File: src/rtl/bb_cdc_handshake_tx.sv
// bb_cdc_handshake_tx
//   Sending end of a req/ack clock-domain crossing. Takes one word from a
//   valid/ready producer, holds it on data_out, raises the request toward
//   the far domain, and waits for the resynchronised acknowledge.
//
//   Build option: BB_CDC_TX_FOUR_PHASE_EN
//     undefined : 2-phase toggle protocol (req_out toggles once per word)
//     defined   : 4-phase return-to-zero protocol (req_out pulses 0->1->0)
//
// Ports
//   clk, rst_n          source clock, async active-low reset
//   src_valid/src_ready producer handshake; src_ready == (state == IDLE)
//   src_data  [DW]      word offered by the producer
//   req_out             registered request to the far domain
//   data_out  [DW]      registered word, stable while a transfer is in flight
//   ack_in              far-domain acknowledge (asynchronous to clk)
//   done                one-cycle pulse, first cycle back in IDLE
//   proto_err           sticky: ack moved while nothing was in flight
module bb_cdc_handshake_tx #(
  parameter int            DW         = 8,
  parameter int            SYNC_STAGE = 2,
  parameter logic [DW-1:0] RST_VAL    = '0
) (
  input  logic          clk,
  input  logic          rst_n,
  input  logic          src_valid,
  output logic          src_ready,
  input  logic [DW-1:0] src_data,
  output logic          req_out,
  output logic [DW-1:0] data_out,
  input  logic          ack_in,
  output logic          done,
  output logic          proto_err
);

`ifdef BB_CDC_TX_FOUR_PHASE_EN
  typedef enum logic [1:0] {IDLE, WAIT_ACK_HI, WAIT_ACK_LO} state_t;
`else
  typedef enum logic {IDLE, WAIT_ACK} state_t;
`endif

  state_t          state_q, state_d;
  logic            req_q, req_d;
  logic [DW-1:0]   data_q, data_d;
  logic            done_q, done_d;
  logic            err_q, err_d;
  logic [SYNC_STAGE-1:0] sync_q;
  logic            ack_sync;
  logic            accept;
  logic            idle_bad;

  // ack_in synchroniser; only the last flop is used by the FSM
  always_ff @(posedge clk or negedge rst_n) begin
    if (!rst_n) sync_q <= '0;
    else        sync_q <= {sync_q[SYNC_STAGE-2:0], ack_in};
  end
  assign ack_sync = sync_q[SYNC_STAGE-1];

  assign src_ready = (state_q == IDLE);
  assign accept    = src_valid && src_ready;

`ifdef BB_CDC_TX_FOUR_PHASE_EN
  // at rest both wires sit low
  assign idle_bad = ack_sync;
`else
  // at rest ack mirrors the last request level
  assign idle_bad = (ack_sync != req_q);
`endif

  always_comb begin
    state_d = state_q;
    req_d   = req_q;
    data_d  = data_q;
    done_d  = 1'b0;
    err_d   = err_q;
    case (state_q)
      IDLE: begin
        if (idle_bad) err_d = 1'b1;
        if (accept) begin
          data_d = src_data;
`ifdef BB_CDC_TX_FOUR_PHASE_EN
          req_d   = 1'b1;
          state_d = WAIT_ACK_HI;
`else
          req_d   = ~req_q;
          state_d = WAIT_ACK;
`endif
        end
      end
`ifdef BB_CDC_TX_FOUR_PHASE_EN
      WAIT_ACK_HI: begin
        if (ack_sync) begin
          req_d   = 1'b0;
          state_d = WAIT_ACK_LO;
        end
      end
      WAIT_ACK_LO: begin
        if (!ack_sync) begin
          state_d = IDLE;
          done_d  = 1'b1;
        end
      end
`else
      WAIT_ACK: begin
        if (ack_sync == req_q) begin
          state_d = IDLE;
          done_d  = 1'b1;
        end
      end
`endif
      default: state_d = IDLE;
    endcase
  end

  always_ff @(posedge clk or negedge rst_n) begin
    if (!rst_n) begin
      state_q <= IDLE;
      req_q   <= 1'b0;
      data_q  <= RST_VAL;
      done_q  <= 1'b0;
      err_q   <= 1'b0;
    end else begin
      state_q <= state_d;
      req_q   <= req_d;
      data_q  <= data_d;
      done_q  <= done_d;
      err_q   <= err_d;
    end
  end

  assign req_out   = req_q;
  assign data_out  = data_q;
  assign done      = done_q;
  assign proto_err = err_q;

endmodule

File: config.mk
export PLATFORM = sky130hd
export DESIGN_NAME = bb_cdc_handshake_tx
export DESIGN_NICKNAME = d
export VERILOG_FILES = /design/src/rtl/bb_cdc_handshake_tx.sv
export SDC_FILE = /design/constraint.sdc
export NUM_CORES = 1
export LEC_CHECK = 0
export ABC_AREA = 1
export BUFFER_PORTS_ARGS = -buffer_cell sky130_fd_sc_hd__buf_2
export CAP_MARGIN = 20
export CORE_AREA = 2 2 39 41
export DETAILED_ROUTE_END_ITERATION = 10
export DIE_AREA = 0 0 41 43
export PLACE_DENSITY = 0.85
export SYNTH_ARGS = -nofsm -noshare
export SYNTH_HDL_FRONTEND = slang
export SYNTH_SLANG_ARGS = --single-unit
File: constraint.sdc
create_clock -name clk -period 1.9 [get_ports clk]
set_input_delay 0.38 -clock clk [delete_from_list [all_inputs] [get_ports clk]]
set_output_delay 0.38 -clock clk [all_outputs]
set_load 0.02 [all_outputs]
# Word-level counts from Yosys, hierarchy flattened
# Cells that the tools add are included.
# classes
n_eq_ne	2
muxes	5
bitwise_logic	2
reduce_logical	3
# ops
cell	count
$mux 1	4
$reduce_and 2->1	2
$not 1->1	2
$pmux 1 s2	1
$eq 1x1->1	1
$logic_and 1x1->1	1
$ne 1x1->1	1
# word_totals
reg_bits	14
inputBits	12
output_inout_bits	12
elab_cells	18

# Depth between registers and ports, before layout
# Gate-level depths: netlist of the first run.
# logic_depth
word_depth	4
depth_mapped	4
ltp_nobuf	4

# Least setup slack after synthesis of the first run
# Ideal clock, no wire load.
# synth_timing
path_kind	register -> output
startpoint	register state_q
endpoint	output src_ready
arrival_ns	0.613
required_time_ns	1.520
path_slack_ns	0.907
path_stages_with_launch	3
path_cell_list	dfrtp_1 inv_4 buf_12
# synth_via
elab_chain_cells	1
# synth_lines
item	line	text
from (decl)	42	state_t state_q, state_d;
from (signal assigned)	123	state_q <= state_d;
$not 1->1 (no line)	n/a	
to (decl)	27	output logic src_ready,
# Every way passes these cells.

# Worst setup path in the final report of the first run
# Same ends and word-level chain as after synthesis.

==> results of run 1 <==
how the worst min path moves through the flow:
| stage | startpoint | endpoint | slack (ns) | cells past startpoint |
|---|---|---|---|---|
| after global routing | ack_in | sync_q[0] | 0.18 | 1 |
| after detailed placement | rst_n | done | 0.29 | 1 |
| after floorplan | rst_n | data_out[0] | 0.08 | 0 |
| after global placement | rst_n | proto_err | 0.28 | 1 |
| final | ack_in | sync_q[0] | 0.21 | 1 |
| after CTS | ack_in | sync_q[0] | 0.19 | 1 |
cells by family (layout without fill, tap and decap cells):
group                  after synthesis  in the layout
and+or+nand+nor                     34             34
DFF                                 14             14
buffers and inverters                6             32
AOI/OAI and AO/OA                    1              1
registers in the layout, summed over array words and instances, names as in the netlist:
name / count
sync_q: 2
req_out: 1
done: 1
proto_err: 1
data_out: 8
state_q: 1
stage by stage:
| stage | cell area (µm²) | total power [mW] | util | hold slack (ns) |
|---|---|---|---|---|
| detailed placement | 701 | 0.989 | 0.506 | 0.286 |
| finish | 747 | 1.19 | 0.540 | 0.207 |
| floorplan | 597 | 0.870 | - | 0.0844 |
| global placement | 701 | 0.975 | 0.506 | 0.282 |
| global route | 747 | 1.28 | 0.540 | 0.184 |
| CTS | 747 | 1.20 | 0.540 | 0.195 |
power groups by stage:
stage                     registers, mW  logic (mW)  clock network, mW
after floorplan                   0.607       0.263                  0
after global placement            0.473       0.502                  0
after detailed placement          0.477       0.512                  0
after CTS                         0.470       0.515              0.217
after global routing              0.482       0.566              0.233
final                             0.470       0.510              0.208
cells in the final DEF (no fill, tap or decap):
cell type,n
buf_2,23
nand2_1,22
dfrtp_1,14
nand3_2,8
inv_1,3
nand3_1,3
clkbuf_4,3
inv_4,1
nand2_4,1
a21oi_2,1
clkbuf_8,1
dlygate4sd3_1,1
repair_timing:
action	4_1_cts	5_1_grt
hold endpoints to repair	14	0
setup endpoints to repair	0	0
hold buffers	1	0
metal layers:
layer	wire (µm)	GRT usage
met1	469	0.154
met2	558	0.231
met3	68	0.0471
met4	14	0.120
met5	0	0
area by class of cell:
type | count | area, µm²
clock buffer | 4 | 36.3
timing repair buffer | 24 | 125
sequential | 14 | 350
fill | 119 | 637
tap | 16 | 20.0
inverter | 4 | 17.5
multi-input combinational | 35 | 198
==> results.py, run 1 <==
metrics = {
    "logic_synthesis": {
        "ys_seq_elements": 14,
        "synth_compound_area_frac": 0.0147,
        "synthSimpleGateAreaFrac": 0.317,
        "synth_top_flop_cell": "dfrtp_1",
        "syn_inst": 55,
        "yosysSeqAreaShare": 0.587,
        "synth.largest_area_cell": "dfrtp_1",
        "synth_top_area_frac": 0.587,
        "muxShareOfSynthArea": 0,
        "async_reset_ff_frac": 1.00,
        "synth_top_cells_by_area": "dfrtp_1, nand2_1, nand3_2, buf_12, nand3_1",
        "synth_cell_types": 10,
        "syn-cell-area_um2": 597,
        "synth_fa_ha_area_frac": 0,
        "synthXorXnorAreaFrac": 0,
        "ys_top_cells_by_count": "nand2_1, dfrtp_1, nand3_2",
        "synth_enable_flop_cells": 0,
        "yosysWarnings": 0,
        "avgSynthCellArea_um2": 10.9,
        "synth_nets": 67,
        "post-synth-top-count-cell": "nand2_1",
        "synth_top_family_by_area": "simple AND/OR/NAND/NOR gates",
    },
    "final_layout": {
        "area_growth_pct": 25.2,
        "final_cell_count_no_fill": 97,
        "finalNetCount": 94,
        "drive_above_1_share": 0.469,
        "antenna_cells": 0,
    },
    "floorplanning": {
        "die_x_um": 41,
        "coreArea_mm2": 0.00138,
        "die_h_um": 43,
        "initial_core_util": 0.431,
        "die_area_mm2": 0.00176,
        "rows": 14,
        "ioPinCount": 24,
    },
    "power": {
        "clkPwrFrac": 0.175,
        "p_int_mw": 0.688,
        "power.density_mw_per_mm2": 1590,
        "p_leak_nw": 0.418,
        "p_seq_frac": 0.395,
        "vdd_drop_max_mv": 0.695,
        "p_comb_frac": 0.429,
        "power_switching_share": 0.421,
        "p_switching_mw": 0.500,
    },
    "global_route": {
        "grt_max_degree": 15,
        "grt_use_total": 0.149,
        "grt_overflow": 0,
        "first_global_vias": 399,
        "grt_pass1_wl_um": 1630,
        "antenna_found_initial": 0,
    },
    "clocking": {
        "clk_latency_ns": 0.27,
        "h-tree-depth": 1,
        "cts_tree": "built",
        "post_cts_buffers": 0,
        "numClockSinks": 14,
        "numCtsBuffers": 3,
        "cts_root_buffer": "clkbuf_4",
        "post_cts_resized": 0,
        "cts.clk_slew.worst_paths_ns": 0.08,
        "clk_path_buf_depth": 2,
    },
    "worst_setup_path": {
        "timing.rr.start": "state_q",
        "crit_start": "state_q",
        "worst_path_largest_cell_delay_ns": 0.41,
        "critical_path_class": "flip-flop to output pin",
        "cp_slowest_cell": "dfrtp_1",
        "crit_cells": 2,
        "critPathRequiredTime_ns": 1.52,
        "endpoint_kind": "output pin",
        "rrSetupSlack_ns": 0.95,
        "path_max_fanout": 13,
        "crit_path_cell_trace": "inv_4 > buf_2",
        "arrival_ns": 1.07,
        "r2r_end": "data_out[6]",
        "r2r_cells": 4,
        "endpoint": "src_ready",
        "cp.buffers_inverters": 2,
        "crit_family": "flip-flops",
        "startpoint_type": "flip-flop",
    },
    "timing": {
        "fin_crit_sh": 0.762,
        "rsz0062_at_grt": "no",
        "final.setup.worst_slack_ns": 0.453,
        "post-route-min-period_ns": 1.45,
        "worst_pin_slew_ns": 0.310,
        "relSlewSlack": 0.793,
        "setup-tns-final_ns": 0,
        "finalHoldViolCount": 0,
        "finalSetupViolCount": 0,
        "skew_ns": 0.00268,
        "fmax_mhz": 691,
        "report.final.slew_viol_count": 0,
    },
    "detailed_routing": {
        "drt-initial-drc-count": 15,
        "drt_wl_total_um": 1110,
        "vias": 461,
        "drt-vias-per-instance": 4.75,
        "drc": 0,
        "drtPass1Iterations": 4,
        "postRouteAntennaNets": 0,
        "route.detailed.wl_per_inst_um": 11.5,
    },
    "job": {
        "drv_cap": 0,
    },
    "placed_design": {
        "place_congestion": 0.701,
        "pre_cts_slack_ns": 0.757,
        "dp_cells": 92,
        "io_buffers": 23,
    },
    "status": {
        "status": "complete, no violations",
    },
    "min_path": {
        "hold_class": "input pin to flip-flop",
    },
}
Power figures use the tool's default switching activity.
==> inputs of run 2 (changes only) <==
--- a/config.mk
+++ b/config.mk
@@ -8,10 +8,9 @@
 export ABC_AREA = 1
 export BUFFER_PORTS_ARGS = -buffer_cell sky130_fd_sc_hd__buf_2
 export CAP_MARGIN = 20
-export CORE_AREA = 2 2 39 41
+export CORE_UTILIZATION = 44
 export DETAILED_ROUTE_END_ITERATION = 10
-export DIE_AREA = 0 0 41 43
-export PLACE_DENSITY = 0.85
+export PLACE_DENSITY = 0.84
 export SYNTH_ARGS = -nofsm -noshare
 export SYNTH_HDL_FRONTEND = slang
 export SYNTH_SLANG_ARGS = --single-unit
==> constraint.sdc (replaced) <==
create_clock -name clk -period 1.4 [get_ports clk]
set_input_delay 0.28 -clock clk [delete_from_list [all_inputs] [get_ports clk]]
set_output_delay 0.28 -clock clk [all_outputs]
set_load 0.02 [all_outputs]
==> run 2 against run 1 <==
  * Die area fell by 14%
  * Sequential share of layout area rose by 0.16 points
  * Count of clock-buffer cells in the layout did not move
  * Critical path depth did not move
  * Wire length fell by 6.7%
  * Non-clock buffer count did not move
  * Worst hold slack got worse by 0.097 ns
  * Clock skew fell by 0.0024 ns
  * Cell count fell by 2.1%
  * Global-route usage rose by 1.6 points
  * First-iteration DRC count fell by 40%
  * Combinational power rose by 35%
==> results.py, run 2 (same netlist as run 1, synthesis figures left out) <==
metrics = {
    "job": {
        "drv_cap": 0,
    },
    "detailed_routing": {
        "postRouteAntennaNets": 0,
        "route.detailed.wl_per_inst_um": 10.9,
        "route.met2.wl_um": 533,
        "drc": 0,
        "drt-initial-drc-count": 9,
        "drt_wl_total_um": 1040,
        "drt-vias-per-instance": 4.71,
        "wl_met1_um": 454,
        "top_layer_used": "met3",
        "vias": 447,
        "drtPass1Iterations": 2,
        "wl_met3_um": 49,
    },
    "timing": {
        "final.setup.worst_slack_ns": 0.0547,
        "report.final.slew_viol_count": 0,
        "skew_ns": 0.000264,
        "rsz0062_at_grt": "no",
        "setup-tns-final_ns": 0,
        "finalSetupViolCount": 0,
        "worst_pin_slew_ns": 0.305,
        "fmax_mhz": 743,
        "post-route-min-period_ns": 1.35,
        "relSlewSlack": 0.797,
        "finalHoldViolCount": 0,
        "fin_crit_sh": 0.961,
    },
    "final_layout": {
        "area_growth_pct": 24.7,
        "final_cell_count_no_fill": 95,
        "largest_register_ffs": 8,
        "final_area_um2": 744,
        "antenna_cells": 0,
        "final_common_cell": "buf_2",
        "fillers": 105,
        "finalNetCount": 94,
        "drive_above_1_share": 0.469,
        "mostFrequentLayoutCells": "buf_2, nand2_1, dfrtp_1, nand3_2",
    },
    "clocking": {
        "cts_root_buffer": "clkbuf_4",
        "numCtsBuffers": 3,
        "numClockSinks": 14,
        "postCtsHoldBufs": 1,
        "cts_tree": "built",
        "clk_path_buf_depth": 2,
        "post_cts_resized": 0,
        "post_cts_buffers": 0,
        "cts.clk_slew.worst_paths_ns": 0.08,
        "h-tree-depth": 1,
        "clk_latency_ns": 0.27,
    },
    "power": {
        "vdd_drop_max_mv": 1.41,
        "p_switching_mw": 0.683,
        "p_int_mw": 0.934,
        "power_switching_share": 0.422,
        "clkPwrFrac": 0.177,
        "p_leak_nw": 0.418,
        "power.density_mw_per_mm2": 2170,
        "p_seq_frac": 0.399,
        "p_comb_frac": 0.424,
    },
    "placed_design": {
        "dp_hpwl_um": 775,
        "place_congestion": 0.719,
        "dp_cells": 90,
        "placed_area_um2": 698,
        "io_buffers": 23,
        "pre_cts_slack_ns": 0.359,
    },
    "floorplanning": {
        "rows": 12,
        "initial_core_util": 0.503,
        "ioPinCount": 24,
        "die_h_um": 38.8,
        "die_x_um": 38.8,
        "die_area_mm2": 0.00151,
        "coreArea_mm2": 0.00119,
    },
    "global_route": {
        "first_global_vias": 381,
        "antenna_found_initial": 0,
        "grt_use_total": 0.166,
        "grt_pass1_wl_um": 1570,
        "grt_overflow": 0,
        "grt_max_degree": 15,
    },
    "worst_setup_path": {
        "endpoint_kind": "output pin",
        "critical_path_class": "flip-flop to output pin",
        "critPathRequiredTime_ns": 1.12,
        "path_max_fanout": 13,
        "startpoint_type": "flip-flop",
        "arrival_ns": 1.07,
    },
    "status": {
        "status": "complete, no violations",
    },
    "min_path": {
        "hold_class": "input pin to flip-flop",
    },
}
## run 2: final cells by class
type	instances	area, µm²	share of cell area
sequential	14	350	0.471
multi-input combinational	35	198	0.266
timing repair buffer	24	125	0.168
clock buffer	4	36.3	0.0487
inverter	4	17.5	0.0235
tap	14	17.5	0.0235
## run 2: layer usage
layer  global-route usage  vias up
li1                     -      226
met1                0.207      204
met2                0.246       17
met3               0.0694        0
met4               0.0776        0
met5                    0        -
## run 2: final timing paths
check	from	end	slack, ns	depth (start not counted)
max reg2reg	state_q	data_out[4]	0.44	4
min	ack_in	sync_q[0]	0.11	1
min reg2reg	sync_q[0]	sync_q[1]	0.35	0
max	state_q	src_ready	0.05	2
min in group asynchronous	rst_n	data_out[7]	0.42	2
max in group asynchronous	rst_n	sync_q[1]	0.76	2
## run 2: critical path, stage by stage, from the launching register on
cell     delay, ns
dfrtp_1       0.41
inv_4         0.18
buf_2         0.20
## run 2: power by group through the flow
stage | Combinational, mW | Sequential (mW) | Clock, mW
2_1_floorplan | 0.357 | 0.824 | 0
3_3_place_gp | 0.675 | 0.645 | 0
3_5_place_dp | 0.694 | 0.653 | 0
5_1_grt | 0.760 | 0.659 | 0.313
4_1_cts | 0.698 | 0.648 | 0.294
6_report | 0.686 | 0.645 | 0.286
## run 2: stage by stage
step / hold slack (ns) / power, mW / util
2_1_floorplan: -0.0156 / 1.18 / -
3_3_place_gp: 0.184 / 1.32 / 0.589
4_1_cts: 0.102 / 1.64 / 0.628
5_1_grt: 0.0908 / 1.73 / 0.628
3_5_place_dp: 0.188 / 1.35 / 0.589
6_report: 0.110 / 1.62 / 0.628
==> inputs of run 3 (changes only) <==
--- a/config.mk
+++ b/config.mk
@@ -8,6 +8,7 @@
 export ABC_AREA = 1
 export BUFFER_PORTS_ARGS = -buffer_cell sky130_fd_sc_hd__buf_2
 export CAP_MARGIN = 20
+export CORE_MARGIN = 5
 export CORE_UTILIZATION = 44
 export DETAILED_ROUTE_END_ITERATION = 10
 export PLACE_DENSITY = 0.84
==> constraint.sdc (replaced) <==
create_clock -name clk -period 1.4 [get_ports clk]
set_input_delay 0.28 -clock clk [delete_from_list [all_inputs] [get_ports clk]]
set_output_delay 0.28 -clock clk [all_outputs]
set_load 0.005 [all_outputs]
==> run 3 against run 2 <==
  * Worst hold slack improved by 0.0072 ns
  * Power decreased by 16%
  * Sequential share of layout area increased by 0.80 points
  * Design area decreased by 1.7%
  * First-iteration DRC count decreased by 67%
  * Cell count unchanged
  * Setup slack improved by 0.056 ns
  * Non-clock buffer count unchanged
  * Critical path depth unchanged
  * Global-route usage decreased by 5.3 points
  * Utilization decreased by 5.8 points
  * Via count increased by 1.1%
  * Critical path type unchanged
==> results.py, run 3 (same netlist as run 1, synthesis figures left out) <==
metrics = {
    "worst_setup_path": {
        "startpoint_type": "flip-flop",
        "worst_path_largest_cell_delay_ns": 0.41,
        "crit_path_cell_trace": "inv_4 > buf_2",
        "crit_family": "flip-flops",
        "critical_path_class": "flip-flop to output pin",
        "critPathRequiredTime_ns": 1.12,
        "crit_cells": 2,
        "cp_slowest_cell": "dfrtp_1",
        "cp.buffers_inverters": 2,
        "rrSetupSlack_ns": 0.46,
        "path_max_fanout": 13,
        "r2r_end": "data_out[2]",
        "r2r_cells": 4,
        "endpoint_kind": "output pin",
        "arrival_ns": 1.01,
        "timing.rr.start": "state_q",
    },
    "clocking": {
        "numClockSinks": 14,
        "h-tree-depth": 1,
        "cts_tree": "built",
        "numCtsBuffers": 3,
        "post_cts_buffers": 0,
        "clk_path_buf_depth": 2,
        "cts.clk_slew.worst_paths_ns": 0.07,
        "post_cts_resized": 0,
        "cts_root_buffer": "clkbuf_4",
        "clk_latency_ns": 0.27,
    },
    "final_layout": {
        "final_common_cell": "buf_2",
        "finalNetCount": 94,
        "drive_above_1_share": 0.463,
        "antenna_cells": 0,
        "seqCellArea_um2": 350,
        "multi_input_area_um2": 198,
        "largest_register_ffs": 8,
        "final_cell_count_no_fill": 95,
        "fillers": 118,
        "mostFrequentLayoutCells": "buf_2, nand2_1, dfrtp_1, nand3_2",
        "area_growth_pct": 22.6,
    },
    "min_path": {
        "whs_endpoint": "sync_q[0]",
        "min-delay-start": "ack_in",
        "whs_path_depth": 1,
        "hold_class": "input pin to flip-flop",
    },
    "floorplanning": {
        "rows": 13,
        "initial_core_util": 0.464,
        "die_x_um": 46.8,
        "die_area_mm2": 0.00219,
        "die_h_um": 46.8,
        "coreArea_mm2": 0.00128,
        "ioPinCount": 24,
    },
    "global_route": {
        "antenna_found_initial": 0,
        "grt_use_total": 0.113,
        "grt_pass1_wl_um": 1710,
        "grt_max_degree": 15,
        "grt_overflow": 0,
        "first_global_vias": 442,
    },
    "placed_design": {
        "place_congestion": 0.680,
        "dp_hpwl_um": 829,
        "dp_cells": 91,
        "io_buffers": 23,
    },
    "timing": {
        "rsz0062_at_grt": "no",
        "fmax_mhz": 776,
        "report.final.slew_viol_count": 0,
        "skew_ns": 0.00162,
        "post-route-min-period_ns": 1.29,
        "fin_crit_sh": 0.921,
        "finalHoldViolCount": 0,
        "worst_pin_slew_ns": 0.310,
        "setup-tns-final_ns": 0,
        "relSlewSlack": 0.793,
        "finalSetupViolCount": 0,
    },
    "power": {
        "p_leak_nw": 0.411,
        "power_mw": 1.36,
        "vdd_drop_max_mv": 0.807,
        "power.density_mw_per_mm2": 1860,
    },
    "status": {
        "status": "complete, no violations",
    },
    "detailed_routing": {
        "drtPass1Iterations": 4,
        "drc": 0,
        "drt_wl_total_um": 1110,
        "drt-initial-drc-count": 3,
        "route.detailed.wl_per_inst_um": 11.7,
        "vias": 452,
        "drt-vias-per-instance": 4.76,
        "postRouteAntennaNets": 0,
    },
    "job": {
        "drv_cap": 0,
    },
}
run 3: cell count changes in the layout (fill, tap and decap cells not counted), sizes merged:
cell    change
clkbuf      -1
run 3: layer usage:
layer	share of wire	routed length (µm)	GRT usage
met1	0.37	412	0.125
met2	0.54	601	0.187
met3	0.070	78	0.0268
met4	0.016	18	0.0829
met5	0	0	0
run 3: final cells by class:
| type | count | share of cell area |
|---|---|---|
| inverter | 4 | 0.0239 |
| tap | 15 | 0.0256 |
| timing repair buffer | 24 | 0.171 |
| sequential | 14 | 0.479 |
| multi-input combinational | 35 | 0.270 |
| clock buffer | 3 | 0.0308 |
run 3: worst max path at each step:
stage                     slack (ns)    start   endpoint
after global placement          0.42  state_q  src_ready
after detailed placement        0.40  state_q  src_ready
after global routing            0.03  state_q  src_ready
final                           0.11  state_q  src_ready
after floorplan                 0.52  state_q  src_ready
after CTS                       0.09  state_q  src_ready
run 3: worst register-to-register path: cells and delay by family (launching register included):
family                 cells  cell delay [ns]
buffers and inverters      1             0.18
flip-flops                 1             0.41
AND/OR/NAND/NOR            3             0.25
run 3: power by group:
group | switching, mW | internal [mW]
clock | 0.114 | 0.0994
sequential | 0.0843 | 0.558
combinational | 0.294 | 0.213
run 3: stage by stage:
step	setup WS (ns)	util	instance area, µm²	hold slack, ns
detailed placement	0.395	0.544	699	0.191
finish	0.111	0.570	732	0.117
global route	0.0331	0.570	732	0.0954
global placement	0.418	0.544	699	0.184
floorplan	0.519	-	597	-0.0156
CTS	0.0864	0.570	732	0.106
run 3: timing repair:
item                                    CTS  global route
endpoints found under the setup margin    0             0
hold endpoints to repair                 14             0
hold buffers                              1             0
